===== config.mk =====
export PLATFORM = sky130hd
export DESIGN_NAME = conv_pixel_scheduler
export DESIGN_NICKNAME = d
export VERILOG_FILES = /design/src/rtl/conv_pixel_scheduler.sv
export SDC_FILE = /design/constraint.sdc
export NUM_CORES = 2
export LEC_CHECK = 0
export CAP_MARGIN = 20
export CORE_MARGIN = 3
export CORE_UTILIZATION = 40
export CTS_CLUSTER_DIAMETER = 60
export DETAILED_ROUTE_END_ITERATION = 7
export PLACE_DENSITY = 0.67
export SLEW_MARGIN = 20
export SYNTH_ARGS = -nofsm -noshare
export SYNTH_HDL_FRONTEND = slang
export SYNTH_SLANG_ARGS = --single-unit

===== constraint.sdc =====
create_clock -name clk -period 23 [get_ports clk]
set_clock_uncertainty 0.05 [all_clocks]
set_input_delay 4.6 -clock clk [delete_from_list [all_inputs] [get_ports clk]]
set_output_delay 4.6 -clock clk [all_outputs]
set_load 0.01 [all_outputs]

===== src/rtl/conv_pixel_scheduler.sv =====
// Pixel-level sequencer for the conv engine.
// Walks every output pixel of a layer in raster order. Gathers patches into a
// ping-pong pair of patch banks and starts the engine on each filled bank, so
// gathering pixel n+1 overlaps computing pixel n. Engine result bursts are
// buffered in a small FIFO and written out as masked 32-byte writes.
//
// Ports:
//   clk, rst             clock, asynchronous active-high reset
//   start, cfg_*         layer start pulse and configuration (latched on accept)
//   busy, done           layer in progress / one-cycle end-of-layer pulse
//   g_*                  patch-gather request/handshake
//   e_start/e_bank/e_done  engine start/handshake
//   e_out_*              engine result bursts
//   o_wr_*               output feature-map buffer write port
//   err_overflow         sticky: an engine burst was dropped (FIFO full)
module conv_pixel_scheduler #(
  parameter int unsigned OFM_AW     = 20,
  parameter int unsigned FIFO_DEPTH = 2
) (
  input  logic              clk,
  input  logic              rst,
  input  logic              start,
  input  logic [9:0]        cfg_h_in,
  input  logic [9:0]        cfg_w_in,
  input  logic [3:0]        cfg_kernel_size,
  input  logic [1:0]        cfg_stride,
  input  logic [10:0]       cfg_c_out,
  output logic              busy,
  output logic              done,
  output logic              g_start,
  output logic [9:0]        g_oy,
  output logic [9:0]        g_ox,
  output logic              g_bank,
  input  logic              g_done,
  output logic              e_start,
  output logic              e_bank,
  input  logic              e_done,
  input  logic              e_out_valid,
  input  logic [8:0]        e_out_ch_base,
  input  logic [5:0]        e_out_count,
  input  logic [255:0]      e_out_data,
  output logic              o_wr_en,
  output logic [OFM_AW-1:0] o_wr_addr,
  output logic [255:0]      o_wr_data,
  output logic [31:0]       o_wr_mask,
  input  logic              o_wr_ready,
  output logic              err_overflow
);

  localparam int unsigned PtrW = (FIFO_DEPTH > 1) ? $clog2(FIFO_DEPTH) : 1;

  typedef enum logic [1:0] {StIdle, StRun, StDrain, StDone} state_e;

  typedef struct packed {
    logic [9:0]   oy;
    logic [9:0]   ox;
    logic [8:0]   ch_base;
    logic [5:0]   count;
    logic [255:0] data;
  } burst_t;

  state_e state_q, state_d;

  logic [9:0]  h_out_q, w_out_q;
  logic [10:0] c_out_q;
  logic [9:0]  gy_q, gx_q, ey_q, ex_q, tag_oy_q, tag_ox_q;
  logic        g_left_q, g_pend_q, gptr_q, g_start_q;
  logic        e_busy_q, eptr_q, e_start_q;
  logic [1:0]  bank_full_q, bank_full_d, full_eff;
  logic        err_q;

  logic [PtrW-1:0] wr_ptr_q, rd_ptr_q;
  logic [PtrW:0]   cnt_q;
  burst_t          mem [FIFO_DEPTH];
  burst_t          head;

  // Kernel size does not change the output geometry (k=3 always uses pad 1).
  logic unused_kernel;
  assign unused_kernel = ^cfg_kernel_size;

  logic       stride2, dims_zero, start_acc, in_run;
  logic [9:0] hm1, wm1, h_out_calc, w_out_calc;
  logic       g_issue, g_fin, g_last, e_issue, e_fin, e_last;
  logic       fifo_empty, fifo_full, push, pop;

  always_comb begin
    stride2    = (cfg_stride == 2'd2);
    hm1        = cfg_h_in - 10'd1;
    wm1        = cfg_w_in - 10'd1;
    h_out_calc = (stride2 ? {1'b0, hm1[9:1]} : hm1) + 10'd1;
    w_out_calc = (stride2 ? {1'b0, wm1[9:1]} : wm1) + 10'd1;
    dims_zero  = (cfg_h_in == 10'd0) || (cfg_w_in == 10'd0);
    start_acc  = start && (state_q == StIdle);
    in_run     = (state_q == StRun);

    g_issue = in_run && g_left_q && !g_pend_q && !bank_full_q[gptr_q];
    g_fin   = g_done && g_pend_q;
    g_last  = (gy_q == h_out_q - 10'd1) && (gx_q == w_out_q - 10'd1);

    // Bypass the bank being filled this cycle so the engine can start at once.
    full_eff = bank_full_q;
    if (g_fin) full_eff[gptr_q] = 1'b1;
    e_issue = in_run && !e_busy_q && full_eff[eptr_q];
    e_fin   = e_done && e_busy_q;
    e_last  = (ey_q == h_out_q - 10'd1) && (ex_q == w_out_q - 10'd1);

    bank_full_d = bank_full_q;
    if (g_fin) bank_full_d[gptr_q] = 1'b1;
    if (e_fin) bank_full_d[eptr_q] = 1'b0;

    fifo_empty = (cnt_q == '0);
    fifo_full  = (cnt_q == (PtrW+1)'(FIFO_DEPTH));
    push       = e_out_valid && !fifo_full;
    pop        = !fifo_empty && o_wr_ready;
  end

  always_comb begin
    state_d = state_q;
    unique case (state_q)
      StIdle:  if (start) state_d = dims_zero ? StDone : StRun;
      StRun:   if (e_fin && e_last) state_d = StDrain;
      StDrain: if (fifo_empty) state_d = StDone;
      StDone:  state_d = StIdle;
      default: state_d = StIdle;
    endcase
  end

  always_ff @(posedge clk or posedge rst) begin
    if (rst) state_q <= StIdle;
    else     state_q <= state_d;
  end

  always_ff @(posedge clk or posedge rst) begin
    if (rst) begin
      h_out_q     <= '0;
      w_out_q     <= '0;
      c_out_q     <= '0;
      gy_q        <= '0;
      gx_q        <= '0;
      ey_q        <= '0;
      ex_q        <= '0;
      tag_oy_q    <= '0;
      tag_ox_q    <= '0;
      g_left_q    <= 1'b0;
      g_pend_q    <= 1'b0;
      gptr_q      <= 1'b0;
      g_start_q   <= 1'b0;
      e_busy_q    <= 1'b0;
      eptr_q      <= 1'b0;
      e_start_q   <= 1'b0;
      bank_full_q <= 2'b00;
      err_q       <= 1'b0;
    end else begin
      g_start_q   <= 1'b0;
      e_start_q   <= 1'b0;
      bank_full_q <= bank_full_d;
      if (start_acc) begin
        h_out_q  <= h_out_calc;
        w_out_q  <= w_out_calc;
        c_out_q  <= cfg_c_out;
        gy_q     <= '0;
        gx_q     <= '0;
        ey_q     <= '0;
        ex_q     <= '0;
        g_left_q <= !dims_zero;
        g_pend_q <= 1'b0;
        gptr_q   <= 1'b0;
        e_busy_q <= 1'b0;
        eptr_q   <= 1'b0;
        err_q    <= 1'b0;
      end else if (e_out_valid && fifo_full) begin
        err_q <= 1'b1;
      end
      if (g_issue) begin
        g_start_q <= 1'b1;
        g_pend_q  <= 1'b1;
      end
      if (g_fin) begin
        g_pend_q <= 1'b0;
        gptr_q   <= ~gptr_q;
        if (g_last) begin
          g_left_q <= 1'b0;
        end else if (gx_q == w_out_q - 10'd1) begin
          gx_q <= '0;
          gy_q <= gy_q + 10'd1;
        end else begin
          gx_q <= gx_q + 10'd1;
        end
      end
      if (e_issue) begin
        e_start_q <= 1'b1;
        e_busy_q  <= 1'b1;
        tag_oy_q  <= ey_q;
        tag_ox_q  <= ex_q;
      end
      if (e_fin) begin
        e_busy_q <= 1'b0;
        eptr_q   <= ~eptr_q;
        if (!e_last) begin
          if (ex_q == w_out_q - 10'd1) begin
            ex_q <= '0;
            ey_q <= ey_q + 10'd1;
          end else begin
            ex_q <= ex_q + 10'd1;
          end
        end
      end
    end
  end

  // Engine output FIFO; a full FIFO drops the incoming burst even if popping.
  always_ff @(posedge clk or posedge rst) begin
    if (rst) begin
      wr_ptr_q <= '0;
      rd_ptr_q <= '0;
      cnt_q    <= '0;
    end else begin
      if (push) wr_ptr_q <= wr_ptr_q + 1'b1;
      if (pop)  rd_ptr_q <= rd_ptr_q + 1'b1;
      if (push && !pop)      cnt_q <= cnt_q + 1'b1;
      else if (pop && !push) cnt_q <= cnt_q - 1'b1;
    end
  end

  always_ff @(posedge clk) begin
    if (push) begin
      mem[wr_ptr_q] <= '{oy: tag_oy_q, ox: tag_ox_q, ch_base: e_out_ch_base,
                         count: e_out_count, data: e_out_data};
    end
  end

  assign head = mem[rd_ptr_q];

  logic [31:0] pix_idx;

  always_comb begin
    pix_idx   = 32'(head.oy) * 32'(w_out_q) + 32'(head.ox);
    o_wr_en   = !fifo_empty;
    o_wr_addr = '0;
    o_wr_data = '0;
    o_wr_mask = '0;
    if (!fifo_empty) begin
      o_wr_addr = OFM_AW'(pix_idx * 32'(c_out_q) + 32'(head.ch_base));
      o_wr_data = head.data;
      for (int unsigned i = 0; i < 32; i++) begin
        o_wr_mask[i] = (i < 32'(head.count));
      end
    end
  end

  assign busy         = (state_q == StRun) || (state_q == StDrain);
  assign done         = (state_q == StDone);
  assign g_start      = g_start_q;
  assign g_oy         = gy_q;
  assign g_ox         = gx_q;
  assign g_bank       = gptr_q;
  assign e_start      = e_start_q;
  assign e_bank       = eptr_q;
  assign err_overflow = err_q;

endmodule


# ---- Yosys cells after proc, flatten, opt, wreduce, memory -nomap -nowiden
# Memory sizes are Yosys's and may differ from the RTL's.
# Index checks and enable logic that the tools add are counted.
# W data, S select, Z words.
dict set report op_classes {
  addsub 16
  mul 2
  magnitude_cmp 36
  n_eq_ne 12
  n_mux 54
  bitwise_logic 5
  n_reduce_logical 39
}
# op n
set ops {}
lappend ops {{$mux W256} 1}
lappend ops {{$mux W10} 18}
lappend ops {{$lt A5 B6 Y1 const A} 16}
lappend ops {{$add A10 B1 Y10 const B} 6}
lappend ops {{$lt A4 B6 Y1 const A} 8}
lappend ops {{$eq A10 B10 Y1} 4}
lappend ops {{$sub A10 B1 Y10 const B} 4}
lappend ops {{$mux W32} 1}
lappend ops {{$lt A3 B6 Y1 const A} 4}
lappend ops {{$mux W1} 22}
lappend ops {{$add A20 B10 Y21} 1}
lappend ops {{$mul A21 B11 Y20} 1}
lappend ops {{$add A20 B9 Y20} 1}
lappend ops {{$logic_not A10 Y1} 2}
lappend ops {{$mul A10 B10 Y20} 1}
lappend ops {{$mux W20} 1}
lappend ops {{$logic_and A1 B1 Y1} 18}
lappend ops {{$mux W2} 8}
lappend ops {{$lt A1 B6 Y1 const A} 2}
lappend ops {{$lt A2 B6 Y1 const A} 2}
lappend ops {{$eq A2 B2 Y1 const B} 4}
lappend ops {{$logic_not A1 Y1} 8}
lappend ops {{$pmux W2 S4} 1}
lappend ops {{$reduce_bool A2 Y1} 4}
lappend ops {{17 further kinds} 26}
dict set report word_totals {
  regBits 107
  ramBits 582
  inputBits 315
  out_inout_bits 336
  memories 1
}
# memory depth width read_ports rd_ports_with_merged_regs wr line
set memory_table {}
lappend memory_table {mem 2 291 1 0 1 74} ;# burst_t mem [FIFO_DEPTH];

# ---- Longest topological paths before layout
dict set report logic_depth {
  word_depth 11
  depth_mapped 41
  mapped_depth_nobuf 38
}

# ---- Least setup slack after synthesis
# Ideal clock, no wire load.
dict set report synth_timing {
  path_kind {input to register}
  startpoint {input port e_out_valid}
  endpoint {memory mem[0][0] (netlist name), enable pin}
  setup_ns 0.948
  arrival_time_ns 16.738
  slack_ns 5.264
  stages 2
  path_buffers 0
  cell_sequence {nand2_1 nor2_1}
}
dict set report synth_between {
  elab_chain_len 3
}
# item line
set synth_rtl {}
lappend synth_rtl {{start, declared} 38} ;# input logic e_out_valid,
lappend synth_rtl {{$logic_and A1 B1 Y1} 113} ;# push = e_out_valid && !fifo_full;
lappend synth_rtl {{$mux W1} 226} ;# if (push) begin
lappend synth_rtl {{$mux W1 (not written as such)} 227} ;# mem[wr_ptr_q] <= '{oy: tag_oy_q, ox: tag_ox_q, ch_base: e_out_ch_base,
lappend synth_rtl {{end, declared} 74}
# No other way between the ends.

# ---- Final worst setup path
dict set report layout_timing {
  startpoint {register rd_ptr_q}
  endpoint {output port o_wr_addr[19]}
}
dict set report layout_between {
  elab_chain_len 6
}
# item line
set layout_rtl {}
lappend layout_rtl {{start, declared} 72} ;# logic [PtrW-1:0] wr_ptr_q, rd_ptr_q;
lappend layout_rtl {{start signal, assigned} 219} ;# if (pop) rd_ptr_q <= rd_ptr_q + 1'b1;
lappend layout_rtl {{$mem_v2 Z2 W291 *} n/a}
lappend layout_rtl {{$mul A10 B10 Y20} 237} ;# pix_idx = 32'(head.oy) * 32'(w_out_q) + 32'(head.ox);
lappend layout_rtl {{$add A20 B10 Y21} 237}
lappend layout_rtl {{$mul A21 B11 Y20} 243} ;# o_wr_addr = OFM_AW'(pix_idx * 32'(c_out_q) + 32'(head.ch_base));
lappend layout_rtl {{$add A20 B9 Y20 *} 243}
lappend layout_rtl {{$mux W20 *} 242} ;# if (!fifo_empty) begin
lappend layout_rtl {{end, declared} 43} ;# output logic [OFM_AW-1:0] o_wr_addr,
# Mark *: on every way between the ends. The rest lies on a longest branch, timed or not.

==> out/metrics.cfg <==
[synth]
synth_top_area_share = 0.470
syn_avg_cell_area_um2 = 12.2
synth_top_area_cell = edfxtp_1
synthCells = 3041
syn_nets = 3669
synth_edf_count = 582
yosys-top-cells-area = edfxtp_1, fa_1, mux2i_1
yosysWarningCount = 0
synthArstFlopShare = 0.155
syn-cell-area_um2 = 37200
synth_ff_type = edfxtp_1
yosysSeqAreaShare = 0.542
synth-seq-cells = 689
ys_types = 75

[route]
viasPerCell = 5.02
drt_iter0_markers = 1649
postRouteWirelength_um = 105000
antenna_left = 0
wl_per_cell_um = 21.1
drc = 0
dr.pass1.iters = 5
via_count = 25000

[cells_and_area]
final_area_um2 = 47400
final_nets = 4281
drive_gt1_frac = 0.0528
syn_to_final_growth_pct = 27.5
fillCellCount = 8080

[sta]
hold_slack_ps = 414
rsz0062_at_grt = no
drv_slew = 0
fmax_ghz = 0.0579
period_needed_ps = 17270
slew_headroom = 0.258
layout_setup_ws_ps = 5730
fin_setup_tns_ps = 0
tightest_slew_ps = 1110
period_share = 0.751
setup_violations = 0
hold_violations = 0

[global_routing]
grt.total_usage = 0.215
grt_max_degree = 173
overflow = 0
grt_pass1_vias = 25100
antenna_found_initial = 24
grt_pass1_wl_um = 158000

[worst_setup_path]
cp-start-kind = register
rrSetupSlack_ps = 18510
cp_slowest_cell = dfrtp_4
crit_required_ps = 18350
arrival_ps = 12620
critPathMaxStageDelay_ps = 910
crit_fanout = 44
crit_type = register to primary output
path_common_cell = fa_1
worstSetupEndpointType = primary output

[clock_tree]
path_clk_slew_ps = 60
htreeDepth = 3
cts_inserted_buffers = 80
cts.hold.buffers_added = 0
cts.sinks = 689
clkLatencyLatePin_ps = 640
cts_setup_buffers = 0
cts_buffer_depth = 3
cts-root-buf = clkbuf_16
cts_tree = done
post_cts_resized = 0

[floorplan]
fp.dieW_um = 311
initial_utilization = 0.404
die_y_um = 311
fp-row-count = 111
pin_count = 651
dieArea_um2 = 96600
fp.coreArea_um2 = 91900

[placement]
place_hpwl_um = 77600
numPortBuffers = 646
gp_congestion = 0.879
dpl_cell_area_um2 = 44900
dpl_worst_slack_ps = 6150

[run]
max-cap-violations = 0

[status]
status = finished, final reports clean

[hold_path]
hold_path.class = register to register

## path summary, 6_finish.rpt
kind	depth (start not counted)	end	from
worst max-delay path	35	o_wr_addr[19]	rd_ptr_q
worst min-delay path	0	mem[1][275]	tag_ox_q[4]
worst min register to register	0	mem[1][275]	tag_ox_q[4]
min in group asynchronous	2	g_oy[9]	rst
max in group asynchronous	3	c_out_q[10]	rst
worst max register to register	13	g_oy[8]	w_out_q[0]
## sequential cells by signal, summed over array words and instances, names as in the netlist, 2 cells and up
register	flops
h_out_q	10
c_out_q	11
g_oy	10
ey_q	10
mem	582
g_ox	10
cnt_q	2
tag_oy_q	10
tag_ox_q	10
w_out_q	10
ex_q	10
bank_full_q	2
state_q	2
## kinds of logic after synthesis
| group | Yosys count | share of synthesized area |
|---|---|---|
| compound gates | 258 | 0.0426 |
| xor+xnor | 137 | 0.0346 |
| buf+inv | 422 | 0.0434 |
| flops | 689 | 0.542 |
| simple gates | 911 | 0.108 |
| mux | 311 | 0.0849 |
| fa+ha+maj | 313 | 0.144 |
## synthesized netlist by cell type (all sizes together) (5+ instances only)
master    n
xnor2    72
xor2     61
a21o     13
inv     285
o31ai    10
o21ai   110
fa      191
nand2b   26
a211oi    8
or4       5
o211ai    6
nor2b    16
nor2    347
nor3     24
a21oi    59
mux2     35
a31oi    12
ha      122
and2    102
mux2i   276
edfxtp  582
nand3    39
clkbuf  107
nand2   304
or3       6
nand4     7
dfrtp   107
and3     13
nor4     11
o21a      7
buf      30
## cell usage in the layout (no fill, tap or decap), types with 15 or more instances in the layout
cell type	instances
edfxtp_1	582
xor2_1	60
clkbuf_16	83
o21ai_0	95
mux2_2	35
ha_1	122
xnor2_1	67
clkdlybuf4s50_1	646
dfrtp_1	106
a21oi_1	59
clkbuf_1	17
nand3_1	39
mux2i_1	276
fa_1	191
and2_1	98
nor3_1	23
nor2b_1	15
nand2_1	303
inv_1	284
nand2b_1	26
buf_4	18
nor2_1	345
## cell type report
class,instances,area [µm²],area share
diodes,10,25.0,0.000528
multi-input cells,1930,15400,0.326
flip-flops and latches,689,20200,0.425
well taps,1243,1560,0.0328
clock buffers,103,2180,0.0460
clock inverters,41,308,0.00649
inverters,285,1070,0.0226
repair buffers,667,6650,0.140
## metrics by stage
stage	utilization	instances
floorplan	-	3041
global placement	0.488	4813
detailed placement	0.488	4813
CTS	0.515	4957
global route	0.515	4958
finish	0.516	4968
## worst max-delay path, delay by kind of cell, from the launching register on
family                   cells  cell delay (ps)
adder cells (fa/ha/maj)     11             5340
AO/OA/AOI/OAI                4             1100
AND/OR/NAND/NOR              3              360
multiplexers                 1              460
XOR/XNOR                    10             2890
buffers and inverters        6              860
flip-flops                   1              910
## per-layer routing
layer	track usage	routed length, µm	up-vias
met5	0	114	-
met4	0.0534	2410	16
met3	0.0603	8020	138
met2	0.367	51600	744
met1	0.270	42500	12500
li1	-	-	11600
Power is not shown: default switching activity piles up to over one toggle a cycle in this logic, so the estimate is an artifact.
